`src/rtl/board_ram_arbiter.sv`:
```
// board_ram_arbiter
//   Shares the single-port 10x10 Othello board RAM (2 bits per cell) between
//   the board initializer, the game-logic engine and the display scanner.
//   Ownership is a registered one-hot state with fixed priority
//   init > logic > display. Logic bursts are capped at MAX_BURST cycles while
//   the display is waiting. Read data returns one cycle after the access and
//   is steered to the requester that issued it.
//
// Ports
//   clock, reset        system clock, synchronous active-low reset
//   init_*              initializer request/address/data/wren, grant
//   logic_*             logic request/address/wdata/wren, grant, read return
//   disp_*              display request/address (read-only), grant, read return
//   ram_addr/data/wren  RAM port driven by the current owner
//   ram_q               RAM read data, valid one cycle after ram_addr
module board_ram_arbiter #(
  parameter int unsigned CELLS     = 100,
  parameter int unsigned MAX_BURST = 16
) (
  input  logic       clock,
  input  logic       reset,
  input  logic       init_req,
  input  logic [6:0] init_addr,
  input  logic [1:0] init_data,
  input  logic       init_wren,
  output logic       init_gnt,
  input  logic       logic_req,
  input  logic [6:0] logic_addr,
  input  logic [1:0] logic_wdata,
  input  logic       logic_wren,
  output logic       logic_gnt,
  output logic       logic_rvalid,
  output logic [1:0] logic_rdata,
  input  logic       disp_req,
  input  logic [6:0] disp_addr,
  output logic       disp_gnt,
  output logic       disp_rvalid,
  output logic [1:0] disp_rdata,
  output logic [6:0] ram_addr,
  output logic [1:0] ram_data,
  output logic       ram_wren,
  input  logic [1:0] ram_q
);

  typedef enum logic [3:0] {
    ST_IDLE  = 4'b0001,
    ST_INIT  = 4'b0010,
    ST_LOGIC = 4'b0100,
    ST_DISP  = 4'b1000
  } state_t;

  localparam int unsigned BW = $clog2(MAX_BURST) + 1;
  localparam logic [BW-1:0] BURST_LAST = BW'(MAX_BURST - 1);
  localparam logic [7:0]    ADDR_LIMIT = 8'(CELLS);

  state_t        state_q, state_d;
  logic [BW-1:0] burst_q, burst_d;

  // Next owner
  always_comb begin
    state_d = ST_IDLE;
    if (init_req) begin
      state_d = ST_INIT;
    end else if (state_q == ST_LOGIC && logic_req &&
                 (burst_q < BURST_LAST || !disp_req)) begin
      state_d = ST_LOGIC;
    end else if (state_q == ST_LOGIC && disp_req) begin
      // burst exhausted with display waiting: hand over for one turn
      state_d = ST_DISP;
    end else if (logic_req) begin
      state_d = ST_LOGIC;
    end else if (disp_req) begin
      state_d = ST_DISP;
    end
  end

  // Burst counter: cleared on entry to LOGIC, counts LOGIC cycles, saturates
  always_comb begin
    burst_d = burst_q;
    if (state_d == ST_LOGIC) begin
      if (state_q != ST_LOGIC) begin
        burst_d = '0;
      end else if (burst_q != '1) begin
        burst_d = burst_q + 1'b1;
      end
    end
  end

  assign init_gnt  = state_q[1];
  assign logic_gnt = state_q[2];
  assign disp_gnt  = state_q[3];

  // Port mux from the owner state
  logic       own_req;
  logic       own_wren;
  logic [6:0] mux_addr;
  logic [1:0] mux_data;

  always_comb begin
    own_req  = 1'b0;
    own_wren = 1'b0;
    mux_addr = '0;
    mux_data = '0;
    unique case (state_q)
      ST_INIT: begin
        own_req  = init_req;
        own_wren = init_wren;
        mux_addr = init_addr;
        mux_data = init_data;
      end
      ST_LOGIC: begin
        own_req  = logic_req;
        own_wren = logic_wren;
        mux_addr = logic_addr;
        mux_data = logic_wdata;
      end
      ST_DISP: begin
        own_req  = disp_req;
        mux_addr = disp_addr;
      end
      default: begin
        own_req = 1'b0;
      end
    endcase
  end

  logic in_range;
  logic rd_logic, rd_disp;

  assign in_range = {1'b0, mux_addr} < ADDR_LIMIT;
  assign ram_addr = mux_addr;
  assign ram_data = mux_data;
  assign ram_wren = own_req & own_wren & in_range;
  // A write request to an out-of-range cell is still a write: no read return
  assign rd_logic = own_req & ~own_wren & (state_q == ST_LOGIC);
  assign rd_disp  = own_req & (state_q == ST_DISP);

  // Read return pipeline
  logic       lpend_q, dpend_q, oor_q;
  logic [1:0] lhold_q, dhold_q;
  logic [1:0] rdata_now;

  assign rdata_now = oor_q ? 2'b11 : ram_q;
  // A read still in flight when reset is asserted is dropped immediately
  assign logic_rvalid = lpend_q & reset;
  assign disp_rvalid  = dpend_q & reset;
  assign logic_rdata  = logic_rvalid ? rdata_now : lhold_q;
  assign disp_rdata   = disp_rvalid  ? rdata_now : dhold_q;

  always_ff @(posedge clock) begin
    if (!reset) begin
      state_q <= ST_IDLE;
      burst_q <= '0;
      lpend_q <= 1'b0;
      dpend_q <= 1'b0;
      oor_q   <= 1'b0;
      lhold_q <= '0;
      dhold_q <= '0;
    end else begin
      state_q <= state_d;
      burst_q <= burst_d;
      lpend_q <= rd_logic;
      dpend_q <= rd_disp;
      oor_q   <= ~in_range;
      if (logic_rvalid) lhold_q <= rdata_now;
      if (disp_rvalid)  dhold_q <= rdata_now;
    end
  end

endmodule

```
`config.mk`:
```
export PLATFORM = sky130hd
export DESIGN_NAME = board_ram_arbiter
export DESIGN_NICKNAME = d
export VERILOG_FILES = /design/src/rtl/board_ram_arbiter.sv
export SDC_FILE = /design/constraint.sdc
export NUM_CORES = 1
export LEC_CHECK = 0
export CORE_UTILIZATION = 42
export DETAILED_ROUTE_END_ITERATION = 8
export GPL_ROUTABILITY_DRIVEN = 0
export PLACE_DENSITY = 0.85
export SLEW_MARGIN = 10
export SYNTH_ARGS = -nofsm -noshare
export SYNTH_HDL_FRONTEND = slang
export SYNTH_SLANG_ARGS = --single-unit
```
`constraint.sdc`:
```
create_clock -name clock -period 3.2 [get_ports clock]
set_clock_uncertainty 0.15 [all_clocks]
set_input_delay 0.32 -clock clock [delete_from_list [all_inputs] [get_ports clock]]
set_output_delay 0.32 -clock clock [all_outputs]
set_load 0.05 [all_outputs]
```
==> out/metrics.csv, run 1 <==
stage;metric;value;unit
job;max-cap violations;0;
clock_tree;# hold bufs at CTS;0;
yosys;Gate Count Post-Synth;115;
clock_tree;worst skew pair latency;0.28;ns
sta;Final Setup Violations;0;
route;Routed WL per cell;13.60;µm
power;PwrDens;273.0;mW/mm²
yosys;Synth cell types;37;
setup_path;crit end category;primary output;
sta;Fin Setup TNS;0;ns
setup_path;Reg-to-Reg Start;state_q[2];
floorplan;die width;50.76;µm
power;cell leakage power;0.6248;nW
global_routing;first-pass GRT wire length;4416;µm
route;Post-Route WL;2625;µm
yosys;Synth Register Bits;16;
layout;Area Overhead vs Synth;54.14;%
yosys;top post-synthesis cells by area;dfxtp_1 (32%), nand3b_1 (6.0%), nand2_1 (5.6%);
global_routing;global route overflow;0;
sta;hold slack;0.3648;ns
yosys;Post-Syn Area;998.5;µm²
floorplan;Die H;50.76;µm
place;Post-DP HPWL;2031;µm
yosys;yosys warns;0;
min_path;HP Start;burst_q[1];
yosys;Syn Area/Cell;8.682;µm²
place;Port-buffer cells;52;
yosys;EDFF count, synth;0;
yosys;syn_nets;151;
sta;Period minus WS final;2.863;ns
yosys;share of the synthesized area in the top cell type;32.08;%
route;ANT nets after route;0;
sta;Rel. slew slack;65.36;%
setup_path;Worst Setup Start Kind;register;
sta;Max Freq;349.3;MHz
yosys;Seq/Total Area, Yosys;32.08;%
sta;Final Slew Violations;0;
clock_tree;Worst-path clk slew;0.09;ns
floorplan;Core ar.;0.002233;mm²
clock_tree;H-tree depth;1;
layout;share of cells above drive strength 1;10.30;%
layout;Cell Count, Final, Fillers Out;193;
clock_tree;CTS buffer count;3;
setup_path;CP Data Required Time;2.73;ns
yosys;Post-synth ARST share;0;%
sta;Hold Vio Cnt, Final;0;
floorplan;Die Area;0.002576;mm²
route;Residual DRC;0;
power;Power Total;0.4201;mW
floorplan;Initial Util;44.71;%
yosys;Synth area leader;dfxtp_1;
setup_path;WP data arrival;2.39;ns
power;Max VDD drop;214.4;µV
route;routed vias;1106;
clock_tree;Post-CTS Setup Repair Bufs;0;
min_path;Hold Path End;burst_q[1];
layout;Diodes inserted;0;
setup_path;Max FO, Critical Path;11;
yosys;top cells by count, synth;dfxtp_1 (16), nand2_1 (15), inv_1 (8), nand3b_1 (8), a211oi_1 (6);
sta;Tcrit/Tclk final;89.47;%
outcome;outcome;completed;
clock_tree;CTS sink count;16;
clock_tree;root buffer cell;clkbuf_4;
layout;Reg area;320.3;µm²
setup_path;reg2reg setup slack;1.10;ns
layout;Core Util, Final;68.91;%
clock_tree;CTS Buffer Depth;2;
global_routing;vias in the first global route;1051;
yosys;count leader, synth;dfxtp_1;
sta;actual slew at the worst max-slew pin;0.5175;ns
global_routing;gr usage total;22.37;%
sta;RSZ-0062 raised after global routing;false;
global_routing;initial antenna violation count;0;
min_path;Worst Hold Depth;2;
route;via/cell ratio;5.731;
clock_tree;post-cts sizing count;0;
min_path;Hold WC Path Type;reg2reg;
floorplan;num rows;17;
clock_tree;TritonCTS clock tree;done;
route;router iterations before antenna repair;4;
layout;area of the multi-input gates;603.1;µm²
layout;FILL cells;176;
setup_path;R2R depth;4;
yosys;main flop type after synthesis;dfxtp_1;
setup_path;Crit Reg-Reg Endpoint;burst_q[2];
route;First DRT Iteration DRCs;43;
setup_path;Crit Path Category;reg2out;
floorplan;# IOs;53;
place;# placed instances;190;
layout;Final nets;203;
global_routing;largest net degree at the start of global routing;15;
==> power by group <==
part / internal [mW] / switching, mW
Sequential: 0.202 / 0.00803
Clock: 0.0436 / 0.0588
Combinational: 0.0585 / 0.0496
==> flip-flops by register name, indices dropped and copies added, names as in the netlist <==
signal   count
dpend_q      1
oor_q        1
lhold_q      2
state_q      4
lpend_q      1
burst_q      5
dhold_q      2
==> worst max-delay path, cell delays in order, from the launching register on <==
cell,delay (ns)
dfxtp_1,0.57
nor4b_4,0.53
a22o_1,0.21
clkdlybuf4s50_1,0.81
==> per-stage QoR <==
| stage | cell area, µm² | setup slack [ns] |
|---|---|---|
| finish | 1539 | 0.3370 |
| global route | 1539 | 0.1755 |
| CTS | 1539 | 0.3331 |
| detailed placement | 1516 | 0.5483 |
| global placement | 1516 | 0.5951 |
| floorplan | 998.5 | 0.5627 |
==> per-layer routing <==
layer  share of wire [%]  track usage, %  vias to the layer above  routed length (µm)
met3                 7.8           4.545                        4                 206
met2                  47           39.56                       61                1240
met5                   0               0                        -                   0
met4                0.99           8.333                        0                  26
li1                    -               -                      538                   -
met1                  44           26.30                      503                1150
==> kinds of logic (layout without fill, tap and decap cells) <==
family	Yosys count	count (layout)	share of synthesized area, %
AO/OA/AOI/OAI	39	39	29.70
AND/OR/NAND/NOR	42	42	28.20
buffers and inverters	16	66	7.519
adder cells (fa/ha/maj)	2	2	2.506
flip-flops	16	16	32.08
==> cell type report <==
type	count	share of cell area, %
inverter	8	1.951
timing repair buffer	55	34.31
sequential	16	20.81
clock buffer	3	1.463
tap	28	2.276
multi-input combinational	83	39.19
==> layout by cell type, fill, tap and decap left out, types with 4 or more instances in the layout <==
cell             Yosys  final
clkdlybuf4s50_1      0     46
dfxtp_1             16     16
nand2_1             15     15
buf_4                1      9
inv_1                8      8
nand3b_1             8      8
a211oi_1             6      6
a222oi_1             5      5
o21ai_0              5      5
and2_1               5      5
o22ai_1              4      4
==> worst max path at each step <==
stage                   from     endpoint  depth (start not counted)
2_1_floorplan     state_q[3]     ram_wren                          5
3_3_place_gp   logic_addr[6]  ram_addr[6]                          5
3_5_place_dp   logic_addr[6]  ram_addr[6]                          5
4_1_cts           state_q[1]  ram_data[1]                          3
5_1_grt           state_q[2]  ram_addr[6]                          4
6_report          state_q[1]  ram_data[1]                          3
No activity file was read; power rests on OpenSTA's default activity.
==> run 2: changes to the inputs <==
ABC_CLOCK_PERIOD_IN_PS = 3200   (was not set)
CTS_CLUSTER_DIAMETER = 80   (was not set)
SETUP_SLACK_MARGIN = 0.15   (was not set)
==> results of run 2 <==
Same layout as run 1: the final DEF is identical, and so are final timing and power.
==> run 3: changes to the inputs <==
CORE_UTILIZATION = 28   (was 42)
PLACE_DENSITY = not set   (was 0.85)
==> out/metrics.csv, run 3 (same netlist as run 1, synthesis figures left out) <==
stage;metric;value;unit
floorplan;Die Area;0.003809;mm²
clock_tree;TritonCTS clock tree;done;
setup_path;R2R depth;5;
setup_path;Worst Setup SP;state_q[1];
global_routing;gr usage total;15.46;%
setup_path;CP max stage delay;0.81;ns
setup_path;crit-path cells;nor4b_2 > buf_4 > a22o_1 > clkdlybuf4s50_1;
setup_path;CP Data Required Time;2.73;ns
layout;max reg flops;5;
global_routing;largest net degree at the start of global routing;14;
route;routed vias;1106;
place;Post-DP HPWL;2207;µm
layout;Reg area;321.6;µm²
setup_path;Max FO, Critical Path;11;
route;Residual DRC;0;
floorplan;Core ar.;0.003363;mm²
clock_tree;CTS Buffer Depth;2;
setup_path;crit end category;primary output;
min_path;Worst Hold Depth;2;
route;Routed WL per cell;12.93;µm
sta;Tcrit/Tclk final;90.62;%
global_routing;global route overflow;0;
power;cell leakage power;0.6315;nW
layout;most common cell after layout, fill and taps aside;clkdlybuf4s50_1;
clock_tree;Worst-path clk slew;0.09;ns
clock_tree;worst skew pair latency;0.28;ns
clock_tree;CTS sink count;16;
clock_tree;H-tree depth;1;
global_routing;initial antenna violation count;0;
setup_path;CP max-delay cell;clkdlybuf4s50_1;
layout;Area Overhead vs Synth;58.14;%
global_routing;first-pass GRT wire length;4243;µm
power;PwrDens;267.1;mW/mm²
sta;hold slack;0.3738;ns
layout;share of cells above drive strength 1;11.45;%
sta;Hold Vio Cnt, Final;0;
floorplan;# IOs;53;
floorplan;die width;61.72;µm
floorplan;Initial Util;29.69;%
layout;Largest regs;burst_q: 5 flops, state_q: 4 flops;
setup_path;WP data arrival;2.43;ns
route;ANT nets after route;0;
min_path;Hold WC Path Type;reg2reg;
clock_tree;CTS buffer count;3;
sta;actual slew at the worst max-slew pin;0.5156;ns
sta;Final Setup Violations;0;
sta;Max Freq;344.8;MHz
place;Port-buffer cells;52;
power;Max VDD drop;98.82;µV
sta;Fin Setup TNS;0;ns
route;router iterations before antenna repair;4;
sta;Period minus WS final;2.900;ns
layout;area of the multi-input gates;611.8;µm²
power;Power Total;0.4217;mW
route;Post-Route WL;2742;µm
global_routing;vias in the first global route;983;
layout;Final nets;204;
job;max-cap violations;0;
setup_path;Reg-to-Reg Start;state_q[1];
floorplan;num rows;21;
outcome;outcome;completed;
route;First DRT Iteration DRCs;48;
setup_path;Crit Path Category;reg2out;
sta;Rel. slew slack;65.52;%
sta;Final Slew Violations;0;
layout;Diodes inserted;0;
route;via/cell ratio;5.217;
setup_path;Worst Setup Start Kind;register;
min_path;HP Start;burst_q[1];
floorplan;Die H;61.72;µm
clock_tree;root buffer cell;clkbuf_4;
sta;RSZ-0062 raised after global routing;false;
layout;Reg with most FFs;burst_q;
layout;FILL cells;346;
layout;commonest cells after routing, fill and taps aside;clkdlybuf4s50_1 (46), nand2_1 (15), dfxtp_1 (15), buf_4 (10);
[run 3: cell count changes in the layout (fill, tap and decap cells not counted), sizes merged]
cell and delta:
buf +1
[run 3: final cells by class]
type	count	area share, %
Clock buffer	3	1.426
Inverter	8	1.902
Multi-Input combinational cell	83	38.75
Sequential cell	16	20.36
Tap cell	46	3.645
Timing Repair Buffer	56	33.91
[run 3: final timing paths]
path,to,slack [ns]
worst max-delay path,ram_data[1],0.30
worst min register to register,burst_q[1],0.37
worst max register to register,oor_q,1.14
worst min-delay path,burst_q[1],0.37
[run 3: repair_timing]
item / in CTS / in global routing
endpoints found under the setup margin: 0 / 3
hold buffers: 0 / 0
gates resized for setup: 0 / 2
hold endpoints to repair: 0 / 0
setup buffers: 0 / 2
[run 3: stage by stage]
stage	setup slack, ns	area (µm²)	cells	utilization, %
2_1_floorplan	0.5627	998.5	115	-
3_3_place_gp	0.5096	1531	207	45.54
3_5_place_dp	0.3875	1531	207	45.54
4_1_cts	0.1862	1554	210	46.21
5_1_grt	0.1805	1579	212	46.95
6_report	0.3001	1579	212	46.95
[run 3: power by group]
| part | switching (mW) | internal, mW |
|---|---|---|
| Sequential | 0.00872 | 0.202 |
| Clock | 0.0582 | 0.0437 |
| Combinational | 0.0498 | 0.0597 |
| Total | 0.117 | 0.305 |
[run 3: critical path: cells and delay by family, from the launching register on]
kind / cells / cell delay [ns]
buffers and inverters: 2 / 1.04
AO/OA/AOI/OAI: 1 / 0.15
AND/OR/NAND/NOR: 1 / 0.50
flip-flops: 1 / 0.45
[run 3: routing by layer]
metal / track usage (%) / vias to the layer above / wire length, µm
li1: - / 546 / -
met1: 17.09 / 505 / 1155
met2: 27.65 / 50 / 1345
met3: 4.348 / 5 / 191
met4: 6.667 / 0 / 50
met5: 0 / - / 0
